**config.mk**
```make
export PLATFORM = sky130hd
export DESIGN_NAME = alu_bus_slave
export DESIGN_NICKNAME = d
export VERILOG_FILES = /design/src/rtl/alu_slave_pkg.sv /design/src/rtl/alu_fifo.sv /design/src/rtl/alu_bus_slave.sv
export SDC_FILE = /design/constraint.sdc
export NUM_CORES = 2
export LEC_CHECK = 0
export BUFFER_PORTS_ARGS = -buffer_cell sky130_fd_sc_hd__buf_2
export CORE_MARGIN = 1
export CORE_UTILIZATION = 41
export CTS_CLUSTER_DIAMETER = 150
export DETAILED_ROUTE_END_ITERATION = 10
export REMOVE_ABC_BUFFERS = 1
export SETUP_SLACK_MARGIN = 0.5
export SLEW_MARGIN = 20
export SYNTH_ARGS = -nofsm -noshare
export SYNTH_HDL_FRONTEND = slang
export SYNTH_SLANG_ARGS = --single-unit
```
**constraint.sdc**
```tcl
create_clock -name clk -period 9.35 [get_ports clk]
set_input_delay 0.935 -clock clk [delete_from_list [all_inputs] [get_ports clk]]
set_output_delay 0.935 -clock clk [all_outputs]
set_load 0.01 [all_outputs]
```
**src/rtl/alu_slave_pkg.sv**
```systemverilog
// Shared constants for the ALU bus slave: opcodes, FSM states, register offsets.
package alu_slave_pkg;

  localparam logic [3:0] OP_NOP = 4'd0;
  localparam logic [3:0] OP_NOT = 4'd1;
  localparam logic [3:0] OP_AND = 4'd2;
  localparam logic [3:0] OP_OR  = 4'd3;
  localparam logic [3:0] OP_XOR = 4'd4;
  localparam logic [3:0] OP_ADD = 4'd5;
  localparam logic [3:0] OP_SUB = 4'd6;
  localparam logic [3:0] OP_LSL = 4'd7;
  localparam logic [3:0] OP_LSR = 4'd8;
  localparam logic [3:0] OP_ASR = 4'd9;

  typedef enum logic [1:0] {
    ST_IDLE  = 2'd0,
    ST_EXEC  = 2'd1,
    ST_DONE  = 2'd2,
    ST_FAULT = 2'd3
  } state_t;

  localparam logic [7:0] REG_OPSTART   = 8'h00;
  localparam logic [7:0] REG_OPCLEAR   = 8'h01;
  localparam logic [7:0] REG_INTR_EN   = 8'h02;
  localparam logic [7:0] REG_INST_PUSH = 8'h03;
  localparam logic [7:0] REG_RES_POP   = 8'h05;
  localparam logic [7:0] REG_STATUS    = 8'h06;
  localparam logic [7:0] REG_INTR      = 8'h07;
  localparam logic [3:0] REG_OPERAND_HI = 4'h1;

endpackage

```
**src/rtl/alu_fifo.sv**
```systemverilog
// Synchronous FIFO with combinational head, clear, and full/empty/count flags.
module alu_fifo #(
  parameter int WIDTH = 32,
  parameter int DEPTH = 8
) (
  input  logic                     clk,
  input  logic                     reset,
  input  logic                     clear,
  input  logic                     push,
  input  logic                     pop,
  input  logic [WIDTH-1:0]         din,
  output logic [WIDTH-1:0]         head,
  output logic                     full,
  output logic                     empty,
  output logic [$clog2(DEPTH):0]   count
);

  localparam int AW = $clog2(DEPTH);

  logic [WIDTH-1:0] mem [DEPTH];
  logic [AW-1:0]    wptr;
  logic [AW-1:0]    rptr;
  logic             do_push;
  logic             do_pop;

  // A push into a full FIFO is still taken when a pop frees a slot in the same edge.
  assign do_pop  = pop & ~empty;
  assign do_push = push & (~full | do_pop);
  assign full    = (count == (AW+1)'(DEPTH));
  assign empty   = (count == '0);
  assign head    = mem[rptr];

  // Pointer and occupancy tracking; clear outranks any concurrent push/pop.
  always_ff @(posedge clk) begin
    if (reset || clear) begin
      wptr  <= '0;
      rptr  <= '0;
      count <= '0;
    end else begin
      if (do_push) wptr <= wptr + 1'b1;
      if (do_pop)  rptr <= rptr + 1'b1;
      count <= count + (AW+1)'(do_push) - (AW+1)'(do_pop);
    end
  end

  // Storage array, written on accepted pushes only.
  always_ff @(posedge clk) begin
    if (do_push) mem[wptr] <= din;
  end

endmodule

```
**src/rtl/alu_bus_slave.sv**
```systemverilog
// Bus-slave ALU: executes queued instruction words on a 16-entry operand file.
module alu_bus_slave
  import alu_slave_pkg::*;
#(
  parameter int INST_DEPTH = 8,
  parameter int RES_DEPTH  = 8
) (
  input  logic        clk,
  input  logic        reset,
  input  logic        s_sel,
  input  logic        s_wr,
  input  logic [15:0] s_addr,
  input  logic [31:0] s_din,
  output logic [31:0] s_dout,
  output logic        s_interrupt
);

  localparam int IC_W = $clog2(INST_DEPTH) + 1;
  localparam int RC_W = $clog2(RES_DEPTH) + 1;

  function automatic logic [31:0] alu_calc(input logic [3:0] op,
                                           input logic [31:0] a,
                                           input logic [31:0] b);
    logic signed [31:0] sa;
    logic [31:0]        r;
    sa = a;
    r  = '0;
    case (op)
      OP_NOT: r = ~a;
      OP_AND: r = a & b;
      OP_OR:  r = a | b;
      OP_XOR: r = a ^ b;
      OP_ADD: r = a + b;
      OP_SUB: r = a - b;
      OP_LSL: r = a << b[4:0];
      OP_LSR: r = a >> b[4:0];
      OP_ASR: r = sa >>> b[4:0];
      default: r = '0;
    endcase
    return r;
  endfunction

  state_t      state, state_nx;
  logic [31:0] operand [16];
  logic        intr_en, ovf, unf, done_flag;
  logic [7:0]  off;
  logic        wr_acc, rd_acc;
  logic        start_wr, clear_wr, ack_wr, push_wr, pop_rd, oper_wr;
  logic        inst_pop, res_push;
  logic [31:0] inst_head, res_head, alu_out;
  logic        inst_full, inst_empty, res_full, res_empty;
  logic [IC_W-1:0] inst_cnt;
  logic [RC_W-1:0] res_cnt;
  logic [3:0]  op;

  assign off      = s_addr[7:0];
  assign wr_acc   = s_sel & s_wr;
  assign rd_acc   = s_sel & ~s_wr;
  assign start_wr = wr_acc & (off == REG_OPSTART) & s_din[0];
  assign clear_wr = wr_acc & (off == REG_OPCLEAR) & s_din[0];
  assign ack_wr   = wr_acc & (off == REG_INTR);
  assign push_wr  = wr_acc & (off == REG_INST_PUSH);
  assign oper_wr  = wr_acc & (off[7:4] == REG_OPERAND_HI);
  assign pop_rd   = rd_acc & (off == REG_RES_POP);
  assign op       = inst_head[3:0];
  assign done_flag   = (state == ST_DONE) | (state == ST_FAULT);
  assign s_interrupt = intr_en & done_flag;

  wire unused_bits = &{1'b0, s_addr[15:8], inst_head[31:12]};

  alu_fifo #(.WIDTH(32), .DEPTH(INST_DEPTH)) u_inst_fifo (
    .clk(clk), .reset(reset), .clear(clear_wr), .push(push_wr), .pop(inst_pop),
    .din(s_din), .head(inst_head), .full(inst_full), .empty(inst_empty), .count(inst_cnt)
  );

  alu_fifo #(.WIDTH(32), .DEPTH(RES_DEPTH)) u_res_fifo (
    .clk(clk), .reset(reset), .clear(clear_wr), .push(res_push), .pop(pop_rd),
    .din(alu_out), .head(res_head), .full(res_full), .empty(res_empty), .count(res_cnt)
  );

  // FSM state register.
  always_ff @(posedge clk) begin
    if (reset) state <= ST_IDLE;
    else       state <= state_nx;
  end

  // Next-state and execute-stage control; operands are read pre-edge so a same-cycle write is not seen.
  always_comb begin
    state_nx = state;
    inst_pop = 1'b0;
    res_push = 1'b0;
    alu_out  = alu_calc(op, operand[inst_head[7:4]], operand[inst_head[11:8]]);
    case (state)
      ST_IDLE: if (start_wr) state_nx = inst_empty ? ST_DONE : ST_EXEC;
      ST_EXEC: begin
        if (inst_empty) begin
          state_nx = ST_DONE;
        end else if (op > OP_ASR) begin
          inst_pop = 1'b1;
          state_nx = ST_FAULT;
        end else if (op == OP_NOP) begin
          inst_pop = 1'b1;
        end else if (!res_full) begin
          inst_pop = 1'b1;
          res_push = 1'b1;
        end
      end
      ST_DONE: if (ack_wr) state_nx = ST_IDLE;
      default: state_nx = state;
    endcase
    if (clear_wr) state_nx = ST_IDLE;
  end

  // Sticky overflow/underflow flags.
  always_ff @(posedge clk) begin
    if (reset || clear_wr) begin
      ovf <= 1'b0;
      unf <= 1'b0;
    end else begin
      if (push_wr && inst_full && !inst_pop) ovf <= 1'b1;
      if (pop_rd && res_empty)               unf <= 1'b1;
    end
  end

  // Host-writable configuration: interrupt enable and operand file, both kept across OPCLEAR.
  always_ff @(posedge clk) begin
    if (reset) begin
      intr_en <= 1'b0;
      for (int i = 0; i < 16; i++) operand[i] <= '0;
    end else begin
      if (wr_acc && off == REG_INTR_EN) intr_en <= s_din[0];
      if (oper_wr) operand[off[3:0]] <= s_din;
    end
  end

  // Combinational read mux.
  always_comb begin
    s_dout = '0;
    if (rd_acc) begin
      if (off[7:4] == REG_OPERAND_HI) begin
        s_dout = operand[off[3:0]];
      end else begin
        case (off)
          REG_INTR_EN: s_dout = {31'b0, intr_en};
          REG_RES_POP: s_dout = res_empty ? 32'h0 : res_head;
          REG_STATUS:  s_dout = {20'b0, 4'(res_cnt), 4'(inst_cnt), unf, ovf, state};
          REG_INTR:    s_dout = {31'b0, done_flag};
          default:     s_dout = '0;
        endcase
      end
    end
  end

endmodule
```
==> metrics.txt <==
Synth area leaders edfxtp_1 46%, mux4_2 9.8%, mux2i_1 9.4%; first-pass GRT wire length 282 mm; filler cell count 12,100; port bufs 76; vias in the first global route 39,700; synth warn 0; Hold WC Path Type flip-flop to flip-flop; root buffer cell clkbuf_16; Area after DPL 0.0583 mm²; CP Capture Type flip-flop; Vias 41,500; CTS resizes 0; CTS Buffer Depth 3; Tmin final 8.46 ns; Leakage Power 22.4 nW; startpoint types flip-flop; Seq/Total Area, Yosys 47.5%; Total GRT Usage 28.3%; critical path arrival 8.76 ns; number of enable flip-flop cells after synthesis 864; Worst Skew 0.0660 ns; Yosys top cell area share 46.4%; Final Cell Area 0.0614 mm²; post-CTS setup buffers 0; Final GP Congestion 0.975; DIE AREA 0.138 mm²; Sw Share 24.6%; Max Freq 118 MHz; die height 371 µm; TritonCTS clock tree done; critical path required time 9.65 ns; slew margin rel. 21.7%; PwrDens 150 mW/mm²; Crit Path Max Fanout 41; most common cell after layout, fill and taps aside edfxtp_1; # H-tree levels 3; ys async rst share 0%; final setup vio count 0; internal power 6.94 mW; Flop pwr share 50.0%; Comb power frac 8.8%; Worst-path clk slew 0.06 ns; # rows 135; layout cell share with drive strength beyond 1 16.9%; Residual DRC 0; Worst-Margin Slew 1.14 ns; Area growth syn-to-layout 9.93%; Mapped Area 0.0559 mm²; CTS Buf Count 97; Initial Util 41.3%; placed cells 6,401; antenna violations before repair 13; # hold bufs at CTS 0; Top Ports 85; RSZ-0062 raised after global routing false; HPWL after DPL 126 mm; Post-Route WL 198 mm; switching pwr 2.26 mW; cells after synthesis 4,774; Pins Over Slew Limit 0; crit path kind flip-flop to flip-flop; Post-DRT Antenna Nets 0; drt pass-1 iters 6; Peak VDD IR 0.140 mV; final cell count without fillers 6,583; DRT iter0 DRCs 5,088; Congestion Overflow GR 0; dominant synthesized flop cell edfxtp_1; Max-Cap Viols 0; power share of the clock group 41.2%; clock latency on the worst-skew pair 0.76 ns; final hold violation count 0; fin nets 4,897; post-DR wirelength/cell 30.0 µm; period utilization 90.4%; area leader, netlist edfxtp_1; die width 371 µm; synth unique cells 96; most frequent cells in the layout 864 x edfxtp_1, 521 x mux2i_1, 520 x and2_1; Avg Cell Area, Syn 11.7 µm²; status finished, final reports clean; flops & latches, synth 895; Core Box Area 0.135 mm²; vias per cell 6.30; largest net degree at the start of global routing 79; clock sink count 895
-- cell type report --
class	instances	area, µm²	area share, %
antenna	5	12.5	0.0204
clock buffer	117	2540	4.14
clock inverter	59	563	0.916
inverter	101	383	0.623
multi-input combinational	3397	27500	44.7
sequential	895	26600	43.3
tap	1781	2230	3.63
timing repair buffer	228	1680	2.73
-- final timing paths --
kind	start	end	slack [ns]	depth (start not counted)
setup / recovery	flip-flop	u_res_fifo.mem[2][31]	0.89	25
hold / removal	intr_en	intr_en	0.49	2
setup reg to reg	flip-flop	u_res_fifo.mem[2][31]	0.89	25
hold reg to reg	intr_en	intr_en	0.49	2
-- per-layer routing --
| layer | vias up | wire [µm] | GRT usage, % |
|---|---|---|---|
| li1 | 17900 | - | - |
| met1 | 21000 | 80300 | 37.9 |
| met2 | 2195 | 90700 | 45.1 |
| met3 | 460 | 18600 | 5.44 |
| met4 | 6 | 8120 | 11.1 |
| met5 | - | 49 | 0 |
-- flip-flops by register name (all words and copies together) (netlist names), named ones only --
name,flops
operand,512
u_res_fifo.mem,256
unf,1
u_res_fifo.count,4
u_inst_fifo.count,4
u_inst_fifo.mem,96
ovf,1
state,2
u_res_fifo.rptr,3
u_res_fifo.wptr,3
intr_en,1
u_inst_fifo.wptr,3
u_inst_fifo.rptr,3
-- worst max-delay path, stage by stage (launching register included) --
cell,delay [ns]
dfxtp_1,0.62
inv_1,0.26
mux4_4,0.83
clkinv_2,0.36
buf_12,0.30
and3_1,0.21
a31oi_1,0.05
a221oi_2,0.78
nand3_1,0.30
o31a_1,0.43
a21oi_2,0.23
a21boi_4,0.31
xnor2_1,0.10
ha_1,0.36
a211o_1,0.31
a21oi_1,0.19
o2111a_1,0.24
nor3_1,0.10
a221oi_1,0.38
a21oi_1,0.16
o21a_1,0.21
o41ai_1,0.33
xnor2_1,0.18
and3_1,0.19
mux2i_1,0.15
nand4_1,0.42
-- stage by stage --
stage	util (%)	setup TNS (ns)	setup WS (ns)	hold WS (ns)	power, mW
finish	45.4	0	0.893	0.489	9.20
global route	45.4	0	0.555	0.506	9.44
CTS	45.4	0	0.802	0.486	9.22
detailed placement	43.1	0	0.810	0.462	5.46
global placement	43.1	0	0.854	0.451	5.45
floorplan	-	-3835.94	-15.68	0.437	5.10
-- synthesized netlist by cell type (all sizes together), types with 16 or more instances --
cell	n
o211ai	93
a21boi	16
a311oi	21
edfxtp	864
nand2	468
or2	21
a22oi	55
dfxtp	31
nor2b	28
nor2	294
mux4	244
a211oi	46
a31oi	42
mux2i	526
ha	122
nor3	35
o221ai	27
mux2	92
o22ai	35
clkbuf	195
inv	101
and3	45
nand3	127
xnor2	53
a221oi	49
a21oi	136
o21ai	130
buf	186
and2	521
-- power by group through the flow --
stage,Clock (mW),Combinational [mW],Sequential [mW]
2_1_floorplan,0,0.452,4.64
3_3_place_gp,0,0.780,4.67
3_5_place_dp,0,0.786,4.68
4_1_cts,3.84,0.790,4.59
5_1_grt,3.98,0.847,4.61
6_report,3.79,0.808,4.60
-- cells by family (layout without fill, tap and decap cells) --
group                    after synthesis  count (layout)  synth area share (%)
adder cells (fa/ha/maj)              125             125                  2.84
multiplexers                         862             862                  21.2
XOR/XNOR                              68              68                  1.07
flip-flops                           895             895                  47.5
buffers and inverters                482             505                  3.88
AND/OR/NAND/NOR                     1590            1590                  14.1
AO/OA/AOI/OAI                        752             752                  9.36
other                                  0               5                     0
No activity file was read; power rests on OpenSTA's default activity.
